**src/rtl/parity_frame_checker_sat_counter.sv**
```systemverilog
// Saturating up-counter with synchronous clear.
//   clk, rst : clock, synchronous active-high reset
//   inc      : add one unless already all ones
//   clr      : force to zero; wins over inc
//   count    : current value
module sat_counter #(
  parameter int W = 8
) (
  input  logic         clk,
  input  logic         rst,
  input  logic         inc,
  input  logic         clr,
  output logic [W-1:0] count
);

  always_ff @(posedge clk) begin
    if (rst) begin
      count <= '0;
    end else if (clr) begin
      count <= '0;
    end else if (inc && (count != {W{1'b1}})) begin
      count <= count + 1'b1;
    end
  end

endmodule

```
**config.mk**
```make
export PLATFORM = sky130hd
export DESIGN_NAME = sat_counter
export DESIGN_NICKNAME = d
export VERILOG_FILES = /design/src/rtl/parity_frame_checker_sat_counter.sv
export SDC_FILE = /design/constraint.sdc
export NUM_CORES = 1
export LEC_CHECK = 0
export CELL_PAD_IN_SITES_DETAIL_PLACEMENT = 1
export CELL_PAD_IN_SITES_GLOBAL_PLACEMENT = 1
export CORE_AREA = 2 2 39 41
export DETAILED_ROUTE_END_ITERATION = 10
export DIE_AREA = 0 0 41 43
export PLACE_DENSITY = 0.78
export SYNTH_ARGS = -nofsm -noshare
export SYNTH_HDL_FRONTEND = slang
export SYNTH_SLANG_ARGS = --single-unit
```
**constraint.sdc**
```tcl
create_clock -name clk -period 4.85 [get_ports clk]
set_clock_uncertainty 0.2 [all_clocks]
set_input_delay 0.485 -clock clk [delete_from_list [all_inputs] [get_ports clk]]
set_output_delay 0.485 -clock clk [all_outputs]
set_load 0.03 [all_outputs]
```
### Yosys cells after proc, flatten, opt, wreduce, memory -nomap -nowiden

Index checks and enable logic that the tools add are counted.

| word-level totals | value |
|---|---|
| word-level logic and storage cells | 5 |
| bits of input ports | 4 |
| bits in registers | 8 |

| cells by class | value |
|---|---|
| $add $sub $neg | 1 |
| reduce and logical (&&, ||, !) cells | 2 |
| eq/ne operators | 1 |

Operators by type and width:

| operator | count |
|---|---|
| $add A8 B1 Y8 const B | 1 |
| $ne A8 B8 Y1 const B | 1 |
| $reduce_or A2 Y1 | 1 |
| $logic_and A1 B1 Y1 | 1 |

### Longest topological paths before layout

Gate-level depths: netlist of run 1.

| logic depth | value |
|---|---|
| depth after elaboration | 2 |
| gate-level depth with buffers | 4 |
| mapped depth without buffers | 4 |

### Worst setup path after synthesis of run 1

Ideal clock, no wire load.

| timing path | value |
|---|---|
| kind | register -> register |
| start point | register count[0] |
| end point | register count[6] |
| slack | 3.064 ns |
| path buffers | 0 |
| library setup time | 0.115 ns |
| required time | 4.535 ns |
| arrival time | 1.471 ns |
| clock period less this slack | 1.786 ns |
| cell stages (with the launch flop) | 5 |
| cell sequence | dfxtp_1 -> ha_1 -> nand3_1 -> or4_1 -> and3_1 |

| on the way | value |
|---|---|
| longest elaborated chain between the ends | 2 |
| elaborated cells between the ends (all ways) | 3 |
| those cells by class | 1 x add/sub; 1 x eq/ne; 1 x reduce/logical |

Ends and longest elaborated chain:

| what | line | RTL |
|---|---|---|
| from (decl) | 13 | `output logic [W-1:0] count` |
| from (signal assigned) | 22 | `count <= count + 1'b1;` |
| branches (longest 2 deep; another with $add A8 B1 Y8) | -- |  |

Several ways; the timed one is not identified.
A chain may end at the register's enable or synchronous reset.

### Worst setup path in the final report of run 1

| timing path | value |
|---|---|
| start point | register count[3] |
| end point | output port count[3] |

No word-level cell between the ends.

==> summary.md, run 1 <==
| Metric | Value |
|---|---|
| Synth top area share | 36.78% |
| I/O Pins | 12 |
| Drt first-iter violations | 2 |
| Most frequent cell after synthesis | dfxtp_1 |
| Crit-path cells | clkdlybuf4s50_1 |
| Status | finished clean |
| Post-DR vias/cell | 5.408 |
| Max Cap Viol | 0 |
| Die area | 1763 sq um |
| Hold depth | 2 |
| Diodes inserted | 0 |
| Reg2reg path depth | 4 |
| CP delay by family, top | buffers and inverters |
| Avg Cell Area, Syn | 9.264 sq um |
| Worst Setup Path Type | reg -> out |
| Num rows | 14 |
| Final HPWL DP | 747.6 microns |
| WP data arrival | 1430 ps |
| Worst reg-to-reg setup slack | 3180 ps |
| Initial core utilization | 31.46% |
| CP endpoint kind | output pin |
| Leakage power | 0.2090 nW |
| GR Overflow Total | 0 |
| Reg2Reg Capture Point | count[6] |
| Worst path bufs/invs | 1 |
| Register area | 160.2 sq um |
| Initial antenna violation count | 0 |
| Dominant cell type by area after synthesis | dfxtp_1 |
| Final min period | 2110 ps |
| Synthesized area | 435.4 sq um |
| Final count of hold timing violations | 0 |
| Multi-input gate area | 264.0 sq um |
| Detail Route Antenna Nets | 0 |
| Top post-synthesis cells by area | dfxtp_1 37%, mux2i_1 9.2%, a2111oi_4 6.3% |
| Post-synth ARST share | 0% |
| Number of global-route vias before repair | 391 |
| Cell Count Post-Placement | 73 |
| Slew Limit Fails | 0 |
| Post-CTS Hold Buffers | 0 |
| Pin count of the biggest net entering global routing | 9 |
| Fill count | 169 |
| CTS Buf Count | 3 |
| Worst hold path type | reg -> reg |
| Crit-path slowest cell | clkdlybuf4s50_1 |
| Peak VDD IR | 0.00008888 V |
| Achievable frequency | 473.8 MHz |
| GRT Resource Usage Total | 13.97% |
| Clock root cell | clkbuf_4 |
| First-pass GRT wire length | 1711 microns |
| CTS max path bufs | 2 |
| Least-Margin Pin Slew | 449.1 ps |
| R2r startpoint | count[0] |
| Synth unique cells | 21 |
| Pre-antenna DRT Iters | 3 |
| Period utilisation layout | 43.52% |
| # DRC | 0 |
| Die width | 41 microns |
| Synth Instances | 47 |
| Relative slew slack | 69.95% |
| CORE AREA | 1384 sq um |
| Fraction of synthesized cell area in xor and xnor cells | 0% |
| EDFF count, synth | 0 |
| Worst Min Path Start | count[1] |
| Crit Path Max Fanout | 8 |
| Slowest Stage Delay on Critical Path | 720 ps |
| Layout area overhead | 33.33% |
| Synthesized Nets | 52 |
| Worst Hold Path EP | count[1] |
| Post-cts resize count | 0 |
| P per Cell Area | 222.4 nW/um^2 |
| Final GP Congestion | 0.6489 |
| CTS tree | yes |
| Critical Path Start Type | register |
| Adder-cell share of the synthesized area | 2.874% |
| Yosys reg bits | 8 |
| Final setup vio count | 0 |
| Final cell count without fillers | 76 |
| Max reg flops | 8 |
| Vias | 411 |
| CTS H-tree depth | 1 |
| Die height | 43 microns |
| DRT Wirelength | 1032 microns |
| Clock latency on the worst-skew pair | 250 ps |
| Total of warnings raised by yosys | 0 |
| Fraction of layout cells with a size suffix above 1 | 8.333% |
| Crit. Startpoint | count[3] |
| Largest Register | count |
| Largest registers in the final layout | count: 8 flops |
| Avg WL per Cell | 13.58 microns |
| Clk slew on worst S/H paths | 60 ps |
| Synth Area in Compound Gates | 19.54% |
| PortBufs | 11 |
| Setup bufs post-CTS | 0 |
| Total Nets Final | 67 |
| Num Clock Sinks | 8 |
| Req. time, crit path | 4160 ps |
| RSZ-0062 raised after global routing | false |
| Simple-gate share of the synthesized area | 29.02% |
| Setup_tns | 0 ps |
| Main combinational cell family by area after synthesis | simple AND/OR/NAND/NOR gates |
| Most frequent cells after synthesis | 8 x dfxtp_1, 6 x nand2_1, 4 x a21oi_1, 4 x mux2i_1 |
| Sequential fraction of the synthesis area | 36.78% |
| Mux contribution to synthesized area | 9.195% |
| Main synth FF type | dfxtp_1 |
==> worst max path at each step <==
stage                     cells past startpoint        to
after floorplan                               4  count[6]
after global placement                        4  count[5]
after global routing                          1  count[3]
after CTS                                     1  count[3]
after detailed placement                      4  count[5]
final                                         1  count[3]
==> per-stage QoR <==
stage | hold WS (ps) | power (mW) | utilization (%) | setup WS [ps] | cell area [sq um]
2_1_floorplan | 349.3 | 0.07253 | - | 3064 | 435.4
3_3_place_gp | 275.1 | 0.07860 | 40.33 | 2771 | 558.0
3_5_place_dp | 295.9 | 0.07876 | 40.33 | 2748 | 558.0
4_1_cts | 305.4 | 0.1308 | 41.95 | 2720 | 580.6
5_1_grt | 344.0 | 0.1361 | 41.95 | 2680 | 580.6
6_report | 297.4 | 0.1291 | 41.95 | 2740 | 580.6
==> layer usage <==
metal	global-route usage (%)	part of all wire (%)	vias to the layer above
met3	1.571	2.3	0
li1	-	-	206
met5	0	0	-
met4	6.000	0	0
met1	16.45	44	200
met2	23.75	53	5
==> final cells by class <==
| type | count | share of cell area (%) |
|---|---|---|
| multi-input combinational | 37 | 45.47 |
| sequential | 8 | 27.59 |
| timing repair buffer | 11 | 18.97 |
| clock buffer | 3 | 3.879 |
| tap | 16 | 3.448 |
| inverter | 1 | 0.6466 |
==> placed cells by master (no fill, tap or decap), drive strengths merged <==
| cell | netlist | final |
|---|---|---|
| or4 | 1 | 1 |
| a21oi | 4 | 4 |
| nand3 | 2 | 2 |
| clkbuf | 0 | 3 |
| nand4 | 2 | 2 |
| o21ai | 1 | 1 |
| ha | 1 | 1 |
| nand2 | 6 | 6 |
| nor2 | 1 | 1 |
| a2111oi | 1 | 1 |
| clkdlybuf4s50 | 0 | 11 |
| inv | 1 | 1 |
| and3 | 3 | 3 |
| and4 | 2 | 2 |
| dfxtp | 8 | 8 |
| nor4 | 1 | 1 |
| or3 | 3 | 3 |
| and3b | 1 | 1 |
| a31oi | 1 | 1 |
| a21boi | 3 | 3 |
| mux2i | 4 | 4 |
==> logic make-up after synthesis <==
logic type      after synthesis
fa+ha+maj                     1
mux                           4
simple gates                 22
buf+inv                       2
flops                         8
compound gates               10
==> where the power goes <==
group | total [mW] | internal, mW | switching, mW
registers | 0.0670 | 0.0663 | 0.000674
clock network | 0.0519 | 0.0284 | 0.0235
logic | 0.0103 | 0.00481 | 0.00546
(Power assumes the default switching activity.)
==> run 2, diff against run 1 <==
--- a/config.mk
+++ b/config.mk
@@ -7,10 +7,9 @@
 export LEC_CHECK = 0
 export CELL_PAD_IN_SITES_DETAIL_PLACEMENT = 1
 export CELL_PAD_IN_SITES_GLOBAL_PLACEMENT = 1
-export CORE_AREA = 2 2 39 41
+export CORE_UTILIZATION = 29
 export DETAILED_ROUTE_END_ITERATION = 10
-export DIE_AREA = 0 0 41 43
-export PLACE_DENSITY = 0.78
+export PLACE_DENSITY = 0.73
 export SYNTH_ARGS = -nofsm -noshare
 export SYNTH_HDL_FRONTEND = slang
 export SYNTH_SLANG_ARGS = --single-unit
==> constraint.sdc (replaced) <==
create_clock -name clk -period 1.8 [get_ports clk]
set_clock_uncertainty 0.2 [all_clocks]
set_input_delay 0.18 -clock clk [delete_from_list [all_inputs] [get_ports clk]]
set_output_delay 0.18 -clock clk [all_outputs]
set_load 0.03 [all_outputs]
==> run 2 against run 1 <==
  * Flip-flop and latch count stayed put
  * Highest routed layer is now met4
  * First-iteration DRC count grew to 2.5 times the previous value
  * Sequential share of layout area is 1.4 points lower
  * Largest cell class unchanged
  * Sequential power grew to 2.7 times the previous value
==> summary.md, run 2 (synthesis results as in run 1) <==
| Metric | Value |
|---|---|
| Crit-path slowest cell | clkdlybuf4s50_1 |
| Clk slew on worst S/H paths | 60 ps |
| Detail Route Antenna Nets | 0 |
| Hold depth | 2 |
| Setup_tns | 0 ps |
| Num Clock Sinks | 8 |
| P per Cell Area | 586.3 nW/um^2 |
| Least-Margin Pin Slew | 320.4 ps |
| Relative slew slack | 78.61% |
| Crit. Startpoint | count[0] |
| Reg2Reg Capture Point | count[6] |
| R2r startpoint | count[0] |
| Max Cap Viol | 0 |
| Largest registers in the final layout | count: 8 flops |
| Req. time, crit path | 1420 ps |
| Die width | 40.75 microns |
| Worst Min Path Start | count[1] |
| Post-CTS Hold Buffers | 0 |
| CTS max path bufs | 2 |
| Slowest Stage Delay on Critical Path | 690 ps |
| Total Nets Final | 70 |
| Crit Path Max Fanout | 5 |
| Final setup vio count | 0 |
| Slew Limit Fails | 0 |
| Largest Register | count |
| Pre-antenna DRT Iters | 4 |
| Diodes inserted | 0 |
| Hold WS | 296.9 ps |
| GRT Resource Usage Total | 16.29% |
| CORE AREA | 1350 sq um |
| Layout area overhead | 40.52% |
| Worst path bufs/invs | 1 |
| Most common cell after layout, fill and taps aside | dfxtp_1 |
| I/O Pins | 12 |
| Worst hold path type | reg -> reg |
| CTS H-tree depth | 1 |
| WP data arrival | 1340 ps |
| RSZ-0062 raised after global routing | false |
| Post-DR vias/cell | 5.641 |
| CP delay by family, top | buffers and inverters |
| Max reg flops | 8 |
| CTS tree | yes |
| Status | finished clean |
| Reg2reg path depth | 4 |
| Critical Path Start Type | register |
| # DRC | 0 |
| CP endpoint kind | output pin |
| Initial antenna violation count | 0 |
| Most frequent cells in the layout | 8 x dfxtp_1, 7 x clkdlybuf4s50_1, 6 x nand2_1 |
| Setup bufs post-CTS | 0 |
| Vias | 440 |
| Worst Setup Path Type | reg -> out |
| Num rows | 13 |
| Util after Layout | 45.32% |
| Clock root cell | clkbuf_4 |
| Initial core utilization | 32.25% |
| Period utilisation layout | 95.54% |
| Leakage power | 0.2981 nW |
| DRT Wirelength | 1065 microns |
| Pin count of the biggest net entering global routing | 9 |
| Worst reg-to-reg setup slack | 140 ps |
| Cell Area, Placed | 579.3 sq um |
| Avg WL per Cell | 13.65 microns |
| Drt first-iter violations | 5 |
| Die height | 40.75 microns |
| Final Cell Area | 611.8 sq um |
| Final count of hold timing violations | 0 |
| Final HPWL DP | 811.1 microns |
| GR Overflow Total | 0 |
| Achievable frequency | 581.5 MHz |
| Post-cts resize count | 0 |
| Peak VDD IR | 0.0003113 V |
| CTS Buf Count | 3 |
| Number of global-route vias before repair | 406 |
| Final min period | 1720 ps |
| First-pass GRT wire length | 1718 microns |
| Worst Hold Path EP | count[1] |
| Die area | 1661 sq um |
| Final GP Congestion | 0.7799 |
| PortBufs | 11 |
| Clock latency on the worst-skew pair | 260 ps |
| Fraction of layout cells with a size suffix above 1 | 12.70% |
| Crit-path cells | clkdlybuf4s50_1 |
## run 2: cell count changes in the layout (fill, tap and decap cells not counted), sizes merged
cell and change:
clkdlybuf4s50 -4, dlymetal6s2s +4, buf +3
## run 2: cell type report
| type | instances | area [sq um] |
|---|---|---|
| repair buffers | 14 | 142.6 |
| multi-input cells | 37 | 264.0 |
| inverters | 1 | 3.754 |
| fillers | 169 | 738.2 |
| clock buffers | 3 | 22.52 |
| flip-flops and latches | 8 | 160.2 |
| well taps | 15 | 18.77 |
## run 2: stage by stage
step	setup WS, ps	instances	power, mW
after floorplan	13.85	47	0.1954
after global placement	106.3	75	0.2151
after detailed placement	36.68	75	0.2157
after CTS	3.812	78	0.3646
after global routing	34.71	78	0.3736
final	80.34	78	0.3587
## run 2: power breakdown
group	internal (mW)	switching [mW]	total (mW)
registers	0.179	0.00170	0.180
clock network	0.0770	0.0703	0.147
logic	0.0156	0.0156	0.0312
total	0.271	0.0876	0.359
## run 2: worst max-delay path by stage
stage	end	slack (ps)	cells past startpoint
floorplan	count[6]	10	4
CTS	count[3]	4	1
global placement	count[5]	110	4
detailed placement	count[5]	40	4
global route	count[5]	30	1
finish	count[0]	80	1
## run 2: worst min-delay path, cell delays in order (launching register included)
cell	delay (ps)
dfxtp_1	330
nand2_1	60
mux2i_1	60
## run 2: routing by layer
metal  up-vias  GRT usage (%)  wire length, microns
met5         -              0                     0
met4         0          10.00                     6
met3         2          3.261                    50
met2        11          25.40                   527
met1       213          20.39                   481
li1        214              -                     -
